--- src/rtl/cim_mem_arbiter.sv ---
// cim_mem_arbiter
// Round-robin arbiter for the single-port temporary-result storage shared by
// the CiM memory-access sources (bus FSM, logic FSM, data-fill FSM, dense
// broadcast-save FSM, MAC, layernorm, softmax; index order = source enum).
// At most one read or write is granted per cycle and drives the storage port
// in the same cycle. Read data is routed back to the requesting source after
// the memory latency, tagged with a one-hot rd_valid.
//
// Ports:
//   clk, rst               clock, asynchronous active-high reset
//   read_req, write_req    per-source requests, held until granted
//   addr_in, wdata_in      per-source address / write data, source i at [i*W +: W]
//   grant                  one-hot combinational grant
//   mem_en/we/addr/wdata   storage port drive
//   mem_rdata              storage read data, READ_LATENCY cycles after a read
//   rd_valid, rd_data      registered one-hot read return tag and data
//   stall_cnt              saturating count of cycles with an ungranted request
//   proto_err              sticky requester-protocol violation flag
module cim_mem_arbiter #(
  parameter int NUM_SRC      = 7,
  parameter int ADDR_W       = 11,
  parameter int DATA_W       = 16,
  parameter int READ_LATENCY = 2,
  parameter int STALL_CNT_W  = 16
) (
  input  logic                      clk,
  input  logic                      rst,
  input  logic [NUM_SRC-1:0]        read_req,
  input  logic [NUM_SRC-1:0]        write_req,
  input  logic [NUM_SRC*ADDR_W-1:0] addr_in,
  input  logic [NUM_SRC*DATA_W-1:0] wdata_in,
  output logic [NUM_SRC-1:0]        grant,
  output logic                      mem_en,
  output logic                      mem_we,
  output logic [ADDR_W-1:0]         mem_addr,
  output logic [DATA_W-1:0]         mem_wdata,
  input  logic [DATA_W-1:0]         mem_rdata,
  output logic [NUM_SRC-1:0]        rd_valid,
  output logic [DATA_W-1:0]         rd_data,
  output logic [STALL_CNT_W-1:0]    stall_cnt,
  output logic                      proto_err
);

  localparam int PTR_W = (NUM_SRC > 1) ? $clog2(NUM_SRC) : 1;

  logic [PTR_W-1:0]     rr_ptr_reg;
  logic [PTR_W-1:0]     rr_ptr_next;
  logic [PTR_W-1:0]     grant_idx;
  logic [NUM_SRC-1:0]   req;
  logic [2*NUM_SRC-1:0] req_dbl;
  logic [2*NUM_SRC-1:0] grant_dbl;
  logic [NUM_SRC-1:0]   req_rot;
  logic [NUM_SRC-1:0]   grant_rot;
  logic [NUM_SRC-1:0]   rd_tag;
  logic [NUM_SRC-1:0]   req_prev_reg;
  logic [NUM_SRC-1:0]   grant_prev_reg;
  logic [NUM_SRC-1:0]   tag_pipe_reg [READ_LATENCY];
  logic [ADDR_W-1:0]    addr_arr [NUM_SRC];
  logic [DATA_W-1:0]    wdata_arr [NUM_SRC];

  genvar gi;
  generate
    for (gi = 0; gi < NUM_SRC; gi++) begin : g_unpack
      assign addr_arr[gi]  = addr_in[gi*ADDR_W +: ADDR_W];
      assign wdata_arr[gi] = wdata_in[gi*DATA_W +: DATA_W];
    end
  endgenerate

  assign req = read_req | write_req;

  // Rotate requests right by rr_ptr so bit 0 is the highest-priority source;
  // the lowest set bit then wins, and rotating back left restores the index.
  assign req_dbl = {req, req} >> rr_ptr_reg;
  assign req_rot = req_dbl[NUM_SRC-1:0];

  always_comb begin
    grant_rot = '0;
    for (int k = NUM_SRC - 1; k >= 0; k--) begin
      if (req_rot[k]) grant_rot = NUM_SRC'(1) << k;
    end
  end

  assign grant_dbl = {grant_rot, grant_rot} << rr_ptr_reg;
  assign grant     = rst ? '0 : grant_dbl[2*NUM_SRC-1:NUM_SRC];

  // Grant is one-hot, so a plain priority scan acts as the port mux.
  always_comb begin
    grant_idx = '0;
    mem_addr  = '0;
    mem_wdata = '0;
    for (int i = 0; i < NUM_SRC; i++) begin
      if (grant[i]) begin
        grant_idx = PTR_W'(i);
        mem_addr  = addr_arr[i];
        mem_wdata = wdata_arr[i];
      end
    end
  end

  assign mem_en = |grant;
  // A source raising both requests gets its write; the read is discarded.
  assign mem_we = |(grant & write_req);
  assign rd_tag = grant & read_req & ~write_req;

  assign rr_ptr_next = (grant_idx == PTR_W'(NUM_SRC - 1)) ? '0 : grant_idx + 1'b1;

  always_ff @(posedge clk or posedge rst) begin
    if (rst) begin
      rr_ptr_reg     <= '0;
      rd_valid       <= '0;
      rd_data        <= '0;
      stall_cnt      <= '0;
      proto_err      <= 1'b0;
      req_prev_reg   <= '0;
      grant_prev_reg <= '0;
      for (int s = 0; s < READ_LATENCY; s++) tag_pipe_reg[s] <= '0;
    end else begin
      if (mem_en) rr_ptr_reg <= rr_ptr_next;

      // Tag shift pipeline: the tag leaves the last stage in the same cycle
      // the storage presents the matching read data.
      tag_pipe_reg[0] <= rd_tag;
      for (int s = 1; s < READ_LATENCY; s++) tag_pipe_reg[s] <= tag_pipe_reg[s-1];

      rd_valid <= tag_pipe_reg[READ_LATENCY-1];
      if (|tag_pipe_reg[READ_LATENCY-1]) rd_data <= mem_rdata;

      if (|(req & ~grant) && (stall_cnt != {STALL_CNT_W{1'b1}}))
        stall_cnt <= stall_cnt + 1'b1;

      // Dual read/write from one source, or a request dropped before grant.
      if (|(read_req & write_req) || |(req_prev_reg & ~grant_prev_reg & ~req))
        proto_err <= 1'b1;

      req_prev_reg   <= req;
      grant_prev_reg <= grant;
    end
  end

endmodule
--- config.mk ---
export PLATFORM = sky130hd
export DESIGN_NAME = cim_mem_arbiter
export DESIGN_NICKNAME = d
export VERILOG_FILES = /design/src/rtl/cim_mem_arbiter.sv
export SDC_FILE = /design/constraint.sdc
export NUM_CORES = 1
export LEC_CHECK = 0
export ABC_AREA = 1
export BUFFER_PORTS_ARGS = -buffer_cell sky130_fd_sc_hd__clkbuf_2
export CORE_MARGIN = 10
export CORE_UTILIZATION = 48
export DETAILED_ROUTE_END_ITERATION = 10
export PLACE_DENSITY = 0.87
export SYNTH_ARGS = -nofsm -noshare
export SYNTH_HDL_FRONTEND = slang
export SYNTH_SLANG_ARGS = --single-unit
export TNS_END_PERCENT = 10
--- constraint.sdc ---
create_clock -name clk -period 6.4 [get_ports clk]
set_clock_uncertainty 0.15 [all_clocks]
set_input_delay 0.64 -clock clk [delete_from_list [all_inputs] [get_ports clk]]
set_output_delay 0.64 -clock clk [all_outputs]
set_load 0.05 [all_outputs]
After elaboration in Yosys (flattened, before gate mapping)
Index checks and enable logic that the tools add are counted.
Operators by class
  $add $sub $neg: 2
  eq/ne operators: 2
  shifts and indexed selects: 2
  mux-type cells: 29
  bitwise logic cells: 12
  reductions and logical operators: 8
Operator list (count)
  16-bit two-way mux: 7
  11-bit two-way mux: 7
  7-bit two-way mux: 8
  7-bit bitwise AND: 7
  7-bit OR reduction: 6
  7-bit inverter: 4
  3-bit two-way mux: 6
  16-bit by 1-bit adder with 16-bit output, second input constant: 1
  16-bit != test, second input constant: 1
  14-bit by 3-bit << shifter with 14-bit output: 1
  14-bit by 3-bit >> shifter with 7-bit output: 1
  7-bit bitwise OR: 1
  3-bit by 1-bit adder with 3-bit output, second input constant: 1
  3-bit equality test, second input constant: 1
  1-bit logical AND: 1
  1-bit logical OR: 1
  1-bit two-way mux: 1
Word-level totals
  bits in registers: 71
  input bits: 221
  output and inout bits: 76
  word-level logic and storage cells: 64

Longest topological paths before layout
  word-level depth: 19
  gate-level depth with buffers: 22
  gate-level depth less buffers: 20

Worst setup path before layout
No wires, ideal clock.
  path kind: input port to output port
  start point: input rst
  end point: output mem_addr[5]
  data arrival time: 3.720 ns
  required time: 5.610 ns
  setup slack: 1.890 ns
  stages: 8
  path buffers: 1
  cells stage by stage: inv_1 > nand3_1 > inv_1 > buf_2 > nand2_1 > nand3_1 > nor2_1 > nor2_1
Between the ends
  longest elaborated chain between the ends: 8
RTL lines
  start: declaration: RTL line 27  | input logic rst,
  7-bit two-way mux (*): RTL line 84  | assign grant = rst ? '0 : grant_dbl[2*NUM_SRC-1:NUM_SRC];
  11-bit two-way mux (6 in series): RTL line 92  | if (grant[i]) begin
  11-bit two-way mux (*): RTL line 92
  end: declaration: RTL line 35  | output logic [ADDR_W-1:0] mem_addr,
Every way passes the cells marked *; elsewhere a longest branch is shown, timed or not.

Final worst setup path
  start point: register rr_ptr_reg[2]
  end point: output mem_we
Between the ends
  longest elaborated chain between the ends: 12
RTL lines
  start: declaration: RTL line 46  | logic [PTR_W-1:0] rr_ptr_reg;
  start signal: assignment: RTL line 118  | if (mem_en) rr_ptr_reg <= rr_ptr_next;
  14-bit by 3-bit >> shifter with 7-bit output: RTL line 73  | assign req_dbl = {req, req} >> rr_ptr_reg;
  7-bit two-way mux (7 in series): RTL line 79  | if (req_rot[k]) grant_rot = NUM_SRC'(1) << k;
  14-bit by 3-bit << shifter with 14-bit output (*): RTL line 83  | assign grant_dbl = {grant_rot, grant_rot} << rr_ptr_reg;
  7-bit two-way mux (*): RTL line 84
  7-bit bitwise AND (*): RTL line 102  | assign mem_we = |(grant & write_req);
  7-bit OR reduction (*): RTL line 102
  end: declaration: RTL line 34  | output logic mem_we,
Marks and branches as above.

==> summary.md <==
* **post-synthesis area per instance** 6.74 um2
* **IO Pins** 297
* **critical path fanouts, max** 24
* **top-area cell type share of the netlist area** 35.5%
* **power per unit of standard cell area** 576 nW/um2
* **transition at the pin with the smallest max-transition slack** 1.01 ns
* **input/output buffers** 296
* **element type at the critical path end** primary output
* **sequential-to-total area share from yosys stat** 35.5%
* **endpoint of the lowest-slack register-to-register path** rr_ptr_reg[0]$_DFFE_PP0P_
* **register bit total from synthesis** 71
* **Post-CTS Hold Buffers** 0
* **max_cap viols** 0
* **start of the worst register-to-register path** rr_ptr_reg[2]$_DFFE_PP0P_
* **die height** 122 um
* **Final HPWL DP** 16600 um
* **peak supply drop** 0.000550 V
* **remaining antenna violation count after routing** 0
* **maximum clock frequency** 194 MHz
* **compound-cell area share of the yosys netlist** 3.88%
* **fraction of layout cells with a size suffix above 1** 37.0%
* **DRC violations left** 0
* **commonest register cell after synthesis** sky130_fd_sc_hd__dfrtp_1
* **overall global routing resource usage** 26.0%
* **origin of the worst setup path** rr_ptr_reg[2]$_DFFE_PP0P_
* **cell type with the largest total area after synthesis** sky130_fd_sc_hd__dfrtp_1
* **final net count** 1245
* **number of cells produced by synthesis** 742
* **post-route cell area** 6730 um2
* **number of enable flip-flop cells after synthesis** 0
* **critical path launch point type** flip-flop
* **number of detailed-route iterations in the first pass** 5
* **Clock H-tree levels** 3
* **Min-Delay Startpoint** tag_pipe_reg[8]$_DFF_PP0_
* **status** complete, no violations
* **Final WS setup** 1.25 ns
* **most numerous cell on the critical path** sky130_fd_sc_hd__nand2_1
* **Final Setup Violations** 0
* **fraction of the mapped netlist area in simple logic gates** 48.1%
* **relative max-transition margin** 32.3%
* **cells on worst reg2reg path** 13
* **WL met3** 2500 um
* **slack of the worst reg-to-reg path** 2.41 ns
* **initial standard-cell utilization of the core** 48.9%
* **area of the multi-input gates** 2920 um2
* **fraction of synthesized cell area in xor and xnor cells** 2.45%
* **combinational family with the most area after synthesis** simple AND/OR/NAND/NOR gates
* **crit path DAT** 4.36 ns
* **buffers from clock root to sink, at most** 2
* **kind of path behind the tightest hold check** flip-flop to flip-flop
* **unrepaired setup endpoints after global routing** no
* **number of cells upsized or downsized after cts** 0
* **Vias per Instance** 5.21
* **Clock transition at path regs** 0.07 ns
* **Critical Path Sink** mem_we
* **total number of vias** 6070
* **met2 WL post-DR** 10000 um
* **number of setup buffers added after CTS** 0
* **number of rows created at floorplan** 37
* **average detailed-routed wire length per instance** 17.5 um
* **global-route congestion overflow total** 0
* **required time of the critical path** 5.61 ns
* **max incr delay on CP** 0.78 ns
* **number of global-route vias before repair** 5883
* **clock tree from TritonCTS** yes
* **Core Footprint** 10200 um2
* **flip-flop and latch area** 1780 um2
* **final hold violation count** 0
* **Cell Chain, Critical Path** clkinv_1, nand3_2, nand2_2, nor2_2, nand3_1, nand2_1, nand2_1, nand3_1, nand3_2, inv_1, nand2_1, o21ai_0, nor2_1, nand4_1, clkbuf_2
* **root buffer selected by CTS** sky130_fd_sc_hd__clkbuf_8
* **Clk Latency, worst-skew pair** 0.34 ns
* **global-route wire length before repair** 30800 um
* **area enclosed by the die boundary** 14900 um2
* **routed length on met1** 7380 um
* **min cycle time layout** 5.15 ns
* **Cells on Worst Hold Path** 0
* **share of the clock period used by the worst path** 80.5%
* **type of the setup path with the least slack** flip-flop to primary output
* **weighted congestion reported at the end of routability-driven placement** 1.00
* **maximum number of pins on one net before global-route repair** 45
* **Post-Synth Adder-Cell Area** 0.250%
* **DP Area** 6510 um2
* **die span in x** 122 um
* **Filler Cell Count** 921
* **initial antenna violation count** 1
* **Synth async-reset ratio** 100%
* **slowest cell on the critical path** sky130_fd_sc_hd__inv_1
* **pre-CTS setup slack** 1.64 ns
* **Setup TNS** 0 ns
* **proportion of synthesized area in mux cells** 3.60%
* **number of max-slew violations in the final report** 0
* **number of library cell types mapped by synthesis** 35
* **detailed router's first-iteration violation count** 521
* **detailed-route wire length** 20400 um
* **post-synthesis cell area** 5000 um2
* **overall power consumption** 0.00387 W
* **nets in the synthesized netlist** 964
* **ranking of synthesized cells by area** sky130_fd_sc_hd__dfrtp_1, sky130_fd_sc_hd__nand2_1, sky130_fd_sc_hd__nand3_1, sky130_fd_sc_hd__nor2_1, sky130_fd_sc_hd__mux2_2
* **uppermost routed layer** met4
* **number of clock buffers inserted by TritonCTS** 9
* **final worst hold slack** 0.199 ns
* **area growth from synthesis to layout** 34.5%
* **leakage power total** 3.86 nW
* **sinks on the clock net** 71
* **warning count from the yosys run** 0
-- Yosys cell counts (2+ instances only) --
| cell type | instances |
|---|---|
| sky130_fd_sc_hd__nand2_1 | 317 |
| sky130_fd_sc_hd__xor2_1 | 7 |
| sky130_fd_sc_hd__nor4_1 | 2 |
| sky130_fd_sc_hd__mux2_2 | 16 |
| sky130_fd_sc_hd__clkbuf_1 | 3 |
| sky130_fd_sc_hd__nand4_1 | 23 |
| sky130_fd_sc_hd__xnor2_1 | 7 |
| sky130_fd_sc_hd__o21ai_0 | 6 |
| sky130_fd_sc_hd__nor3_1 | 5 |
| sky130_fd_sc_hd__nand3_1 | 85 |
| sky130_fd_sc_hd__nor2_2 | 7 |
| sky130_fd_sc_hd__nand3_2 | 16 |
| sky130_fd_sc_hd__nor2_1 | 66 |
| sky130_fd_sc_hd__buf_6 | 3 |
| sky130_fd_sc_hd__a21oi_1 | 24 |
| sky130_fd_sc_hd__inv_2 | 5 |
| sky130_fd_sc_hd__buf_2 | 21 |
| sky130_fd_sc_hd__inv_1 | 27 |
| sky130_fd_sc_hd__a211oi_1 | 2 |
| sky130_fd_sc_hd__buf_4 | 2 |
| sky130_fd_sc_hd__dfrtp_1 | 71 |
| sky130_fd_sc_hd__nand2_4 | 3 |
| sky130_fd_sc_hd__nand2_2 | 12 |
-- stage by stage --
stage / cells / utilization (%)
after global placement: 1148 / 63.7
final: 1165 / 65.7
after detailed placement: 1148 / 63.7
after floorplan: 742 / -
after global routing: 1165 / 65.7
after CTS: 1164 / 65.7
-- cells by family after synthesis --
| logic type | count (synthesis) |
|---|---|
| AND/OR/NAND/NOR | 540 |
| XOR/XNOR | 14 |
| multiplexers | 16 |
| AO/OA/AOI/OAI | 36 |
| flip-flops | 71 |
| buffers and inverters | 64 |
| adder cells (fa/ha/maj) | 1 |
-- worst min path at each step --
stage / to / slack (ns)
final: tag_pipe_reg[1]$_DFF_PP0_ / 0.20
after global routing: tag_pipe_reg[1]$_DFF_PP0_ / 0.21
after CTS: tag_pipe_reg[1]$_DFF_PP0_ / 0.20
after detailed placement: tag_pipe_reg[1]$_DFF_PP0_ / 0.19
after global placement: tag_pipe_reg[5]$_DFF_PP0_ / 0.18
after floorplan: tag_pipe_reg[0]$_DFF_PP0_ / 0.18
-- final cells by class --
| type | instances | share of cell area [%] |
|---|---|---|
| Antenna cell | 1 | 0.0372 |
| Clock buffer | 13 | 2.51 |
| Clock inverter | 3 | 0.595 |
| Inverter | 33 | 1.84 |
| Multi-Input combinational cell | 607 | 43.5 |
| Sequential cell | 71 | 26.4 |
| Tap cell | 136 | 2.53 |
| Timing Repair Buffer | 301 | 22.6 |
-- power by group --
part / internal [W] / switching (W) / leakage [nW]
logic: 0.000706 / 0.00210 / 2.86
registers: 0.000576 / 0.000124 / 0.892
clock network: 0.000211 / 0.000154 / 0.109
-- critical path: cells and delay by family (launching register included) --
family	cells	cell delay, ns
AO/OA/AOI/OAI	1	0.12
buffers and inverters	3	1.67
flip-flops	1	0.70
AND/OR/NAND/NOR	11	1.52
-- per-layer routing --
| layer | up-vias | track usage (%) |
|---|---|---|
| met1 | 2737 | 30.5 |
| met2 | 328 | 43.0 |
| met5 | - | 0 |
| li1 | 2962 | - |
| met4 | 0 | 9.20 |
| met3 | 43 | 9.30 |
-- cells in the final DEF (no fill, tap or decap), types with 2 or more instances in the layout --
master,count
sky130_fd_sc_hd__clkbuf_8,12
sky130_fd_sc_hd__dfrtp_1,71
sky130_fd_sc_hd__xor2_1,7
sky130_fd_sc_hd__nor4_1,2
sky130_fd_sc_hd__clkbuf_2,296
sky130_fd_sc_hd__nand2_2,12
sky130_fd_sc_hd__a211oi_1,2
sky130_fd_sc_hd__nand4_1,23
sky130_fd_sc_hd__inv_2,6
sky130_fd_sc_hd__inv_1,26
sky130_fd_sc_hd__nand2_4,3
sky130_fd_sc_hd__o21ai_0,6
sky130_fd_sc_hd__a21oi_1,24
sky130_fd_sc_hd__nand3_2,16
sky130_fd_sc_hd__buf_4,5
sky130_fd_sc_hd__nand2_1,317
sky130_fd_sc_hd__nand3_1,85
sky130_fd_sc_hd__nor2_2,7
sky130_fd_sc_hd__xnor2_1,7
sky130_fd_sc_hd__nor2_1,66
sky130_fd_sc_hd__clkinv_2,2
sky130_fd_sc_hd__nor3_1,5
sky130_fd_sc_hd__mux2_2,16
Power figures use the tool's default switching activity.
